## src/rtl/alu_seq_muldiv_if.sv

```systemverilog
// Handshaked operand/result bundle for alu_seq_muldiv.
// The producer side (decode/regfile) uses master; the ALU uses slave.
interface alu_seq_muldiv_if #(
  parameter int XLEN = 32
);
  logic            in_valid;
  logic            in_ready;
  logic [3:0]      op;
  logic [XLEN-1:0] A;
  logic [XLEN-1:0] B;
  logic            out_valid;
  logic            out_ready;
  logic [XLEN-1:0] Result;
  logic            V;
  logic            C;
  logic            Z;
  logic            N;

  modport master (
    output in_valid, op, A, B, out_ready,
    input  in_ready, out_valid, Result, V, C, Z, N
  );

  modport slave (
    input  in_valid, op, A, B, out_ready,
    output in_ready, out_valid, Result, V, C, Z, N
  );
endinterface

```

## src/rtl/alu_seq_muldiv.sv

```systemverilog
// Integer ALU with single-cycle basic ops and iterative unsigned MUL/MULHU/DIVU/REMU.
// Result and V/C/Z/N are registered and held in DONE until the consumer takes them.
module alu_seq_muldiv #(
  parameter int XLEN = 32
) (
  input  logic            clk,
  input  logic            rst,
  alu_seq_muldiv_if.slave bus
);
  localparam int SHW = $clog2(XLEN);

  localparam logic [1:0] IDLE = 2'd0;
  localparam logic [1:0] BUSY = 2'd1;
  localparam logic [1:0] DONE = 2'd2;

  localparam logic [3:0] OP_MUL   = 4'd10;
  localparam logic [3:0] OP_MULHU = 4'd11;
  localparam logic [3:0] OP_DIVU  = 4'd12;
  localparam logic [3:0] OP_REMU  = 4'd13;

  localparam logic [SHW-1:0] LAST_ITER = SHW'(XLEN - 1);
  localparam logic [SHW-1:0] CNT_ONE   = SHW'(1);

  logic [1:0]        state;
  logic [SHW-1:0]    cnt;
  logic [2*XLEN-1:0] acc;
  logic [XLEN-1:0]   opnd_b;
  logic [3:0]        op_r;
  logic [XLEN-1:0]   result_r;
  logic              v_r, c_r, z_r, n_r;

  logic              is_iter;
  logic [SHW-1:0]    shamt;
  logic [XLEN:0]     add_w, sub_w;
  logic              lt_s, lt_u;
  logic [XLEN-1:0]   basic_res;
  logic              basic_v, basic_c;

  logic [XLEN:0]     mul_sum;
  logic [XLEN:0]     div_r, div_t;
  logic [2*XLEN-1:0] acc_next;
  logic [XLEN-1:0]   iter_res;

  assign is_iter = (bus.op >= OP_MUL) && (bus.op <= OP_REMU);
  assign shamt   = bus.B[SHW-1:0];
  assign add_w   = {1'b0, bus.A} + {1'b0, bus.B};
  assign sub_w   = {1'b0, bus.A} + {1'b0, ~bus.B} + {{XLEN{1'b0}}, 1'b1};
  assign lt_s    = $signed(bus.A) < $signed(bus.B);
  assign lt_u    = bus.A < bus.B;

  always_comb begin
    basic_res = '0;
    basic_v   = 1'b0;
    basic_c   = 1'b0;
    case (bus.op)
      4'd0: begin
        basic_res = add_w[XLEN-1:0];
        basic_c   = add_w[XLEN];
        basic_v   = (bus.A[XLEN-1] == bus.B[XLEN-1]) && (add_w[XLEN-1] != bus.A[XLEN-1]);
      end
      4'd1: begin
        basic_res = sub_w[XLEN-1:0];
        basic_c   = sub_w[XLEN];
        basic_v   = (bus.A[XLEN-1] != bus.B[XLEN-1]) && (sub_w[XLEN-1] != bus.A[XLEN-1]);
      end
      4'd2:    basic_res = bus.A & bus.B;
      4'd3:    basic_res = bus.A | bus.B;
      4'd4:    basic_res = bus.A ^ bus.B;
      4'd5:    basic_res = {{(XLEN-1){1'b0}}, lt_s};
      4'd6:    basic_res = {{(XLEN-1){1'b0}}, lt_u};
      4'd7:    basic_res = bus.A << shamt;
      4'd8:    basic_res = bus.A >> shamt;
      4'd9:    basic_res = $unsigned($signed(bus.A) >>> shamt);
      default: basic_res = '0;
    endcase
  end

  // acc holds {high, low}: multiply shifts the partial product right, while
  // divide shifts {remainder, dividend/quotient} left one bit per step.
  assign mul_sum = {1'b0, acc[2*XLEN-1:XLEN]} + (acc[0] ? {1'b0, opnd_b} : {(XLEN+1){1'b0}});
  assign div_r   = acc[2*XLEN-1:XLEN-1];
  assign div_t   = div_r - {1'b0, opnd_b};

  always_comb begin
    if (op_r == OP_MUL || op_r == OP_MULHU)
      acc_next = {mul_sum, acc[XLEN-1:1]};
    else if (div_t[XLEN])
      acc_next = {div_r[XLEN-1:0], acc[XLEN-2:0], 1'b0};
    else
      acc_next = {div_t[XLEN-1:0], acc[XLEN-2:0], 1'b1};
    iter_res = (op_r == OP_MUL || op_r == OP_DIVU) ? acc_next[XLEN-1:0]
                                                   : acc_next[2*XLEN-1:XLEN];
  end

  // A zero divisor never borrows, so DIVU yields all ones and REMU yields A.
  always_ff @(posedge clk) begin
    if (rst) begin
      state    <= IDLE;
      cnt      <= '0;
      acc      <= '0;
      opnd_b   <= '0;
      op_r     <= '0;
      result_r <= '0;
      v_r      <= 1'b0;
      c_r      <= 1'b0;
      z_r      <= 1'b0;
      n_r      <= 1'b0;
    end else begin
      case (state)
        IDLE: begin
          if (bus.in_valid) begin
            op_r <= bus.op;
            if (is_iter) begin
              acc    <= {{XLEN{1'b0}}, bus.A};
              opnd_b <= bus.B;
              cnt    <= '0;
              state  <= BUSY;
            end else begin
              result_r <= basic_res;
              v_r      <= basic_v;
              c_r      <= basic_c;
              z_r      <= (basic_res == '0);
              n_r      <= basic_res[XLEN-1];
              state    <= DONE;
            end
          end
        end
        BUSY: begin
          acc <= acc_next;
          cnt <= cnt + CNT_ONE;
          if (cnt == LAST_ITER) begin
            result_r <= iter_res;
            v_r      <= 1'b0;
            c_r      <= 1'b0;
            z_r      <= (iter_res == '0);
            n_r      <= iter_res[XLEN-1];
            state    <= DONE;
          end
        end
        DONE: begin
          if (bus.out_ready) state <= IDLE;
        end
        default: state <= IDLE;
      endcase
    end
  end

  assign bus.in_ready  = (state == IDLE);
  assign bus.out_valid = (state == DONE);
  assign bus.Result    = result_r;
  assign bus.V         = v_r;
  assign bus.C         = c_r;
  assign bus.Z         = z_r;
  assign bus.N         = n_r;
endmodule

```

## src/flat_wrapper.sv

```systemverilog
// flat-port wrapper written by rule: the top's interface ports become plain ports
module alu_seq_muldiv_flat 
#(
  parameter int XLEN = 32
)
  (clk, rst, bus_in_valid, bus_op, bus_A, bus_B, bus_out_ready, bus_in_ready, bus_out_valid, bus_Result, bus_V, bus_C, bus_Z, bus_N);
  alu_seq_muldiv_if #(.XLEN(XLEN)) bus_i ();
  input  logic clk;
  input  logic rst;
  input wire logic [$bits(bus_i.in_valid)-1:0] bus_in_valid;
  input wire logic [$bits(bus_i.op)-1:0] bus_op;
  input wire logic [$bits(bus_i.A)-1:0] bus_A;
  input wire logic [$bits(bus_i.B)-1:0] bus_B;
  input wire logic [$bits(bus_i.out_ready)-1:0] bus_out_ready;
  output wire logic [$bits(bus_i.in_ready)-1:0] bus_in_ready;
  output wire logic [$bits(bus_i.out_valid)-1:0] bus_out_valid;
  output wire logic [$bits(bus_i.Result)-1:0] bus_Result;
  output wire logic [$bits(bus_i.V)-1:0] bus_V;
  output wire logic [$bits(bus_i.C)-1:0] bus_C;
  output wire logic [$bits(bus_i.Z)-1:0] bus_Z;
  output wire logic [$bits(bus_i.N)-1:0] bus_N;
  assign bus_i.in_valid = bus_in_valid;
  assign bus_i.op = bus_op;
  assign bus_i.A = bus_A;
  assign bus_i.B = bus_B;
  assign bus_i.out_ready = bus_out_ready;
  assign bus_in_ready = bus_i.in_ready;
  assign bus_out_valid = bus_i.out_valid;
  assign bus_Result = bus_i.Result;
  assign bus_V = bus_i.V;
  assign bus_C = bus_i.C;
  assign bus_Z = bus_i.Z;
  assign bus_N = bus_i.N;
  alu_seq_muldiv #(.XLEN(XLEN)) u_core (.clk(clk), .rst(rst), .bus(bus_i));
endmodule
```

## config.mk

```make
export PLATFORM = sky130hd
export DESIGN_NAME = alu_seq_muldiv_flat
export DESIGN_NICKNAME = d
export VERILOG_FILES = /design/src/rtl/alu_seq_muldiv_if.sv /design/src/rtl/alu_seq_muldiv.sv /design/src/flat_wrapper.sv
export SDC_FILE = /design/constraint.sdc
export NUM_CORES = 1
export LEC_CHECK = 0
export ABC_AREA = 0
export CORE_MARGIN = 2
export CORE_UTILIZATION = 36
export CTS_BUF_LIST = sky130_fd_sc_hd__clkbuf_8 sky130_fd_sc_hd__clkbuf_16
export DETAILED_ROUTE_END_ITERATION = 8
export PLACE_DENSITY_LB_ADDON = 0.15
export REMOVE_ABC_BUFFERS = 1
export SETUP_SLACK_MARGIN = 0.15
export SLEW_MARGIN = 20
export SYNTH_ARGS = -nofsm -noshare
export SYNTH_HDL_FRONTEND = slang
export SYNTH_SLANG_ARGS = --single-unit
```

## constraint.sdc

```tcl
create_clock -name clk -period 14.3 [get_ports clk]
set_clock_uncertainty 0.1 [all_clocks]
set_input_delay 4.29 -clock clk [delete_from_list [all_inputs] [get_ports clk]]
set_output_delay 4.29 -clock clk [all_outputs]
set_load 0.05 [all_outputs]
```

Word-level counts from Yosys, hierarchy flattened
Index checks and enable logic that the tools add are counted.

Add/sub/neg operators: 6. Magnitude comparators: 4. Eq/ne operators: 24. Shifts and indexed selects: 3. Multiplexer cells: 37. Bitwise gates (word level): 4. Reduce and logical (&&, ||, !) cells: 15.

Operators with widths (count): 32-bit one-hot mux with 10 select lines (1); 64-bit two-way mux (4); 32-bit two-way mux (5); 64-bit one-hot mux with 2 select lines (1); 32-bit by 32-bit adder with 33-bit output (2); 32-bit zero test (2); 32-bit less-than comparator (2); 32-bit one-hot mux with 2 select lines (1); 32-bit by 33-bit adder with 33-bit output (1); 33-bit by 1-bit adder with 33-bit output, second input constant (1); 33-bit by 32-bit subtractor with 33-bit output (1); 32-bit AND (1); 32-bit NOT (1); 32-bit bitwise OR (1); 32-bit by 5-bit left shift with 32-bit output (1); 32-bit by 5-bit right shift with 32-bit output (1); 32-bit by 5-bit >>> shifter with 32-bit output (1); 32-bit XOR (1); 4-bit equality test, second input constant (5); 4-bit by 3-bit equality test with 1-bit output, second input constant (4); 1-bit one-hot mux with 2 select lines (6); 1-bit two-way mux (11); 5-bit two-way mux (2); 5-bit one-hot mux with 2 select lines (1); other kinds (22) (36).

Flip-flop bits (word level): 143. Input port bits: 72. Output and inout port bits: 38. Word-level logic and storage cells: 103.

Depth between registers and ports, before layout
Gate-level depths: netlist of run 1.

Depth after elaboration: 9. Depth in mapped cells: 19. Depth with buffers taken out: 17.

Worst setup path before layout of run 1
No wires, ideal clock.

Path kind: input to register. Start point: input port bus_B[3]. End point: register u_core.result_r[31] (netlist: u_core.bus.Result[31]). Setup time: 0.128 ns. Arrival time: 8.119 ns. Data required time: 14.072 ns. Slack: 5.954 ns. Cell stages on the path: 18. Buffers on the path: 3. Cells stage by stage: clkinv_1 buf_2 buf_1 clkbuf_1 ha_1 o21ai_0 o21ai_0 nor4b_1 o21ai_0 o21ai_0 a211oi_1 a21oi_1 a21oi_1 o211ai_1 and3_1 o21ai_0 a222oi_1 nor2_1.

Longest elaborated chain between the ends: 7.

RTL lines: from (decl) (RTL line flat_wrapper.sv:13) `input wire logic [$bits(bus_i.B)-1:0] bus_B;`; 32-bit NOT (RTL line alu_seq_muldiv.sv:47) `assign sub_w = {1'b0, bus.A} + {1'b0, ~bus.B} + {{XLEN{1'b0}}, 1'b1};`; 32-bit by 32-bit adder with 33-bit output (RTL line alu_seq_muldiv.sv:47); 33-bit by 1-bit adder with 33-bit output (RTL line alu_seq_muldiv.sv:47); 32-bit one-hot mux with 10 select lines (*) (RTL line alu_seq_muldiv.sv:55) `case (bus.op)`; 32-bit two-way mux (*) (RTL line alu_seq_muldiv.sv:113) `if (is_iter) begin`; 32-bit two-way mux (*) (RTL line alu_seq_muldiv.sv:111) `if (bus.in_valid) begin`; 32-bit one-hot mux with 2 select lines (*) (RTL line alu_seq_muldiv.sv:109) `case (state)`; to (signal assigned) (RTL line alu_seq_muldiv.sv:119) `result_r <= basic_res;`; to (signal assigned) (RTL line alu_seq_muldiv.sv:132) `result_r <= iter_res;`; to (decl) (RTL line alu_seq_muldiv.sv:29) `logic [XLEN-1:0] result_r;`.

Mark *: on every way between the ends. The rest lies on a longest branch, timed or not. The select of a mux whose other input is x is not followed. A chain may end at the register's enable or synchronous reset.

Worst setup path in the final report of run 1
Start point: input port bus_B[1]. End point: register u_core.z_r (netlist: u_core.bus.Z).

Longest elaborated chain between the ends: 8.

RTL lines: 32-bit NOT (RTL line alu_seq_muldiv.sv:47); 32-bit by 32-bit adder with 33-bit output (RTL line alu_seq_muldiv.sv:47); 33-bit by 1-bit adder with 33-bit output (RTL line alu_seq_muldiv.sv:47); 32-bit one-hot mux with 10 select lines (*) (RTL line alu_seq_muldiv.sv:55); 32-bit zero test (*) (RTL line alu_seq_muldiv.sv:122) `z_r <= (basic_res == '0);`; 1-bit two-way mux (*) (RTL line alu_seq_muldiv.sv:113); 1-bit two-way mux (*) (RTL line alu_seq_muldiv.sv:111); 1-bit one-hot mux with 2 select lines (*) (RTL line alu_seq_muldiv.sv:109); to (signal assigned) (RTL line alu_seq_muldiv.sv:122); to (signal assigned) (RTL line alu_seq_muldiv.sv:135) `z_r <= (iter_res == '0);`; to (decl) (RTL line alu_seq_muldiv.sv:30) `logic v_r, c_r, z_r, n_r;`.

Marked as above.

==> out/metrics.yaml, run 1 <==
grt_pass1_wl_um: 145000
slew_headroom: 0.237
drive_gt1_frac: 0.0820
peakVddDrop_mv: 0.0933
min_path_type: "flip-flop to flip-flop"
synth.largest_area_cell: "dfxtp_1"
rr_worst_depth: 18
tns_ns: 0
rsz0062_at_grt: "false"
start_kind: "input port"
synth_ff_type: "dfxtp_1"
dp_hpwl_um: 75700
setup_violations: 0
required_ns: 14.59
grt_antenna_before_repair: 1
drv_slew: 0
die_w_um: 240
yosysTopAreaCellShare: 0.141
synthArstFlopShare: 0
via_per_inst: 6.47
cp_max_fo: 52
tightestPinTransition_ns: 1.13
worstSkewPairLatency_ns: 0.46
place_ws_ns: 4.42
layout_setup_ws_ns: 4.70
yosys_warnings: 0
fin_crit_ns: 9.60
hold_end: "u_core.bus.V"
drt-initial-drc-count: 2706
grt_pass1_vias: 21075
post-cts-setup-buffers: 0
core_area_sq_um: 55100
cpPeakStageDelay_ns: 0.86
ys_types: 90
postLayoutCoreUtil: 0.404
routed-via-count: 22589
cts_hold_buf: 0
hp-start: "u_core.bus.V"
final_nets: 2972
reg2reg_slack_ns: 8.06
drtPass1Iterations: 7
grt_usage: 0.340
crit_chain: "buf_4 > inv_1 > ha_1 > a211oi_1 > o21ai_0 > nor4b_1 > o21ai_0 > o21ai_0 > o221ai_1 > a21oi_1 > nand4_1 > nor4_1 > nand4_1 > nor4_1 > nand4b_1 > o211ai_2"
diodes: 0
yosys_register_bits: 142
cts_sinks: 142
status: "finished clean"
grt_remaining_overflow: 0
cts_resized: 0
place_area_sq_um: 21600
clk_path_buf_depth: 2
clock.fmax_ghz: 0.104
cts_buffers: 17
holdWs_ns: 0.359
path_clk_slew_ns: 0.06
power.leakage_nw: 8.78
cts_tree: "yes"
drt-wirelength-per-cell_um: 28.6
min_path_cells: 2
h-tree-depth: 4
path_delay_family: "compound AO/OA/AOI/OAI gates"
ant_nets: 0
synth_cells: 2773
path_common_cell: "o21ai_0"
start_util: 0.365
synthToLayoutAreaGrowth_pct: 10.7
design_area_sq_um: 22300
max_cap_viol_count: 0
cp_num_buf_inv: 2
cp-end-kind: "flip-flop"
ys_top_cells_by_area: "dfxtp_1, ha_1, mux4_2"
rows: 86
pwr_density_cell_nw_per_um2: 91.8
r2r_end: "u_core.bus.Z"
fin_crit_sh: 0.671
synthesis.area_sq_um: 20100
cts_root_buffer: "clkbuf_16"
hold_violations: 0
synth_area_per_cell_sq_um: 7.25
ioPinCount: 110
arrival_ns: 9.89
place.gp.congestion: 1.04
die_h_um: 240
cp_slowest_cell: "o21ai_0"
wl_um: 99900
seq_area_frac_synth: 0.141
worstReg2RegStart: "u_core.acc[31]"
synth_commonest_cells: "nand2_1, nor2_1, a21oi_1, ha_1, clkbuf_1"
io_buffers: 109
synth_edf_count: 0
crit_type: "input port to flip-flop"
die_area_sq_um: 57700
drcViolationCount: 0
grt_max_degree: 85
[sequential cells by signal (all words and copies together) (netlist names)]
name	flops
u_core.bus.Result	32
u_core.bus.V	1
u_core.bus.Z	1
u_core.state	2
u_core.cnt	5
u_core.opnd_b	32
u_core.acc	64
u_core.bus.C	1
u_core.op_r	4
[layout make-up]
| type | count | area (sq um) |
|---|---|---|
| Clock buffer | 20 | 467 |
| Clock inverter | 12 | 144 |
| Fill cell | 5853 | 32800 |
| Inverter | 146 | 548 |
| Multi-Input combinational cell | 2264 | 15900 |
| Sequential cell | 142 | 2840 |
| Tap cell | 748 | 936 |
| Timing Repair Buffer | 159 | 1450 |
[worst max-delay path by stage]
stage	depth (start not counted)	endpoint	startpoint	slack, ns
2_1_floorplan	15	u_core.bus.Result[31]	bus_B[3]	5.70
3_3_place_gp	16	u_core.bus.Z	bus_B[1]	4.55
3_5_place_dp	16	u_core.bus.Z	bus_B[1]	4.42
4_1_cts	16	u_core.bus.Z	bus_B[1]	4.91
5_1_grt	16	u_core.bus.Z	bus_B[1]	4.34
6_report	16	u_core.bus.Z	bus_B[1]	4.70
[cell families after synthesis]
family / synth area share
adders and majority gates: 0.107
buffers and inverters: 0.0730
xor gates and xnor gates: 0.0296
muxes: 0.136
AOI/OAI and AO/OA: 0.300
and+or+nand+nor: 0.213
DFF: 0.141
[metal layers]
layer,vias up,share of wire,routed length [um],global-route usage
li1,10144,-,-,-
met1,11048,0.43,42500,0.455
met2,1177,0.44,44400,0.529
met3,218,0.076,7610,0.0533
met4,2,0.053,5320,0.170
met5,-,0.00013,13,0
[placed cells by master (no fill, tap or decap), drive strengths merged, types with 51 or more instances in the layout]
cell type	instances
o21ai	156
dfxtp	142
mux2i	75
a221oi	55
and2	51
nand2	324
buf	55
ha	166
nor2	324
mux4	77
nor3	52
inv	147
clkdlybuf4s50	104
a21oi	281
[stage by stage]
step / instances / power (mW)
floorplan: 2552 / 1.11
global placement: 3459 / 1.54
detailed placement: 3459 / 1.54
CTS: 3491 / 2.03
global route: 3491 / 2.13
finish: 3491 / 2.04
[worst reg2reg max path: cells and delay by family (launching register included)]
kind | cells | cell delay (ns)
AO/OA/AOI/OAI | 6 | 1.81
XOR/XNOR | 1 | 0.14
adder cells (fa/ha/maj) | 2 | 0.75
buffers and inverters | 3 | 0.69
flip-flops | 1 | 0.38
multiplexers | 1 | 0.44
AND/OR/NAND/NOR | 5 | 1.86
[report_power, final]
group	switching, mW	internal [mW]	total, mW
Clock	0.201	0.286	0.487
Sequential	0.0234	0.414	0.437
Combinational	0.725	0.393	1.12
Total	0.949	1.09	2.04
(Power assumes the default switching activity.)
==> run 2, diff against run 1 <==
==> constraint.sdc (replaced) <==
create_clock -name clk -period 9.5 [get_ports clk]
set_clock_uncertainty 0.1 [all_clocks]
set_input_delay 2.85 -clock clk [delete_from_list [all_inputs] [get_ports clk]]
set_output_delay 2.85 -clock clk [all_outputs]
set_load 0.05 [all_outputs]
==> run 2 against run 1 <==
Largest power group unchanged. Highest routed layer is now met4. Hold slack got worse by 0.0016 ns. Global-route usage down 0.14 points. Power is 50% higher. First-iteration DRC count decreased by 1.3%. Critical path depth grew 1. Wire length shrank 0.67%. Critical path type unchanged. Register-to-register slack worse by 4.8 ns. Largest cell class unchanged. Clock power is 45% higher. Sequential share of layout area is 0.064 points lower. Final cell count is 0.37% higher. Core utilization rose by 0.19 points. Count of clock-buffer cells in the layout down 2.
==> out/metrics.yaml, run 2 (synthesis gave the netlist of run 1 again) <==
status: "finished clean"  # unchanged
largest_reg_flops: 64  # unchanged
cp-end-kind: "flip-flop"  # unchanged
max_cap_viol_count: 0  # unchanged
drcViolationCount: 0  # unchanged
cts_buffers: 17  # unchanged
mostFrequentLayoutCell: "nand2_1"  # unchanged
ioPinCount: 110  # unchanged
ant_nets: 0  # unchanged
crit_type: "input port to flip-flop"  # unchanged
fillers: 5868  # was 5853
drtPass1Iterations: 9  # was 7
final-seq-area_sq_um: 2840  # about the same
die_area_sq_um: 57700  # unchanged
fin_crit_ns: 7.95
path_clk_slew_ns: 0.06  # about the same
start_util: 0.365  # unchanged
multi_input_area_sq_um: 15900  # unchanged
grt_usage: 0.338  # was 0.340
rows: 86  # unchanged
cts_sinks: 142  # unchanged
grt_max_degree: 109  # was 85
grt_antenna_before_repair: 0  # was 1
grt_pass1_vias: 21249  # was 21075
setup_violations: 0  # unchanged
peakVddDrop_mv: 0.144  # was 0.0933 mV
cts_resized: 0  # unchanged
drt-initial-drc-count: 2671  # was 2706
power.leakage_nw: 8.83  # was 8.78 nW
die_w_um: 240  # unchanged
pwr_density_cell_nw_per_um2: 137  # was 91.8 nW/um^2
die_h_um: 240  # unchanged
via_per_inst: 6.42  # was 6.47
clock.fmax_ghz: 0.126
drv_slew: 0  # unchanged
arrival_ns: 8.24  # was 9.89 ns
largest_register: "u_core.acc"  # unchanged
io_buffers: 109  # unchanged
synthToLayoutAreaGrowth_pct: 11.2  # was 10.7%
cp_max_fo: 14  # was 52
hold_violations: 0  # unchanged
routed-via-count: 22505  # was 22589
place.gp.congestion: 1.04  # about the same
dp_hpwl_um: 76300  # was 75700 um
cts_hold_buf: 0  # unchanged
tightestPinTransition_ns: 1.12  # was 1.13 ns
worstSkewPairLatency_ns: 0.46  # about the same
mostFrequentLayoutCells: "nand2_1, nor2_1, a21oi_1"  # unchanged
grt_remaining_overflow: 0  # unchanged
final_nets: 2984  # was 2972
start_kind: "input port"  # unchanged
required_ns: 9.79  # was 14.59 ns
h-tree-depth: 4  # unchanged
min_path_type: "flip-flop to flip-flop"  # unchanged
clk_path_buf_depth: 2  # unchanged
rsz0062_at_grt: "false"  # unchanged
tns_ns: 0  # unchanged
drt-wirelength-per-cell_um: 28.3  # was 28.6 um
drive_gt1_frac: 0.0864  # was 0.0820
fin_crit_sh: 0.836
grt_pass1_wl_um: 145000  # about the same
cts_root_buffer: "clkbuf_16"  # unchanged
slew_headroom: 0.251  # was 0.237
cts_tree: "yes"  # unchanged
core_area_sq_um: 55100  # unchanged
post-cts-setup-buffers: 0  # unchanged
wl_um: 99200  # was 99900 um
postLayoutCoreUtil: 0.406  # was 0.404
-- run 2: cell types whose count changed in the layout (fill, tap and decap cells not counted), sizes merged --
cell	previous run	this run
bufinv	3	2
inv	147	150
buf	55	67
diode	0	1
clkbuf	20	18
-- run 2: power by group --
group          switching [mW]  total (mW)  leakage [nW]  internal, mW
combinational            1.09        1.69          7.39         0.599
clock                   0.308       0.705         0.284         0.398
sequential             0.0309       0.654          1.15         0.623
-- run 2: cell type report --
type / instances / share of cell area
Multi-Input combinational cell: 2264 / 0.710
Sequential cell: 142 / 0.127
Timing Repair Buffer: 171 / 0.0701
Tap cell: 748 / 0.0419
Inverter: 146 / 0.0245
Clock buffer: 18 / 0.0196
Clock inverter: 14 / 0.00705
Antenna cell: 1 / 0.000112
-- run 2: critical path, cell delays in order --
cell,delay (ns)
clkdlybuf4s50_1,0.76
inv_1,0.12
ha_1,0.44
o21ai_0,0.16
o21ai_0,0.22
nor4b_1,0.76
o21ai_0,0.25
buf_4,0.21
o21ai_0,0.63
a211oi_1,0.24
a21oi_1,0.28
a21oi_1,0.13
o21ai_0,0.22
a211oi_1,0.11
o21ai_0,0.53
a222oi_1,0.19
nor2_1,0.14
-- run 2: metal layers --
metal | vias to the layer above | share of wire | track usage
met5 | - | 0 | 0
met4 | 0 | 0.049 | 0.158
met3 | 172 | 0.070 | 0.0402
met2 | 1094 | 0.45 | 0.535
met1 | 11068 | 0.43 | 0.458
li1 | 10171 | - | -
-- run 2: final timing paths --
| path | from | slack, ns | cells after the start | end |
|---|---|---|---|---|
| max | bus_A[3] | 1.55 | 17 | u_core.bus.Result[31] |
| min reg2reg | u_core.bus.V | 0.36 | 2 | u_core.bus.V |
| min | u_core.bus.V | 0.36 | 2 | u_core.bus.V |
| max reg2reg | u_core.acc[31] | 3.31 | 18 | u_core.bus.Z |
-- run 2: through the flow --
step / instances / setup WS [ns] / hold slack [ns] / area, sq um / total power [mW]
6_report: 3504 / 1.55 / 0.357 / 22400 / 3.05
5_1_grt: 3503 / 1.28 / 0.379 / 22400 / 3.20
4_1_cts: 3503 / 1.80 / 0.360 / 22400 / 3.04
3_5_place_dp: 3471 / 1.34 / 0.349 / 21800 / 2.32
3_3_place_gp: 3471 / 1.42 / 0.350 / 21800 / 2.32
2_1_floorplan: 2552 / 2.34 / 0.334 / 19200 / 1.67
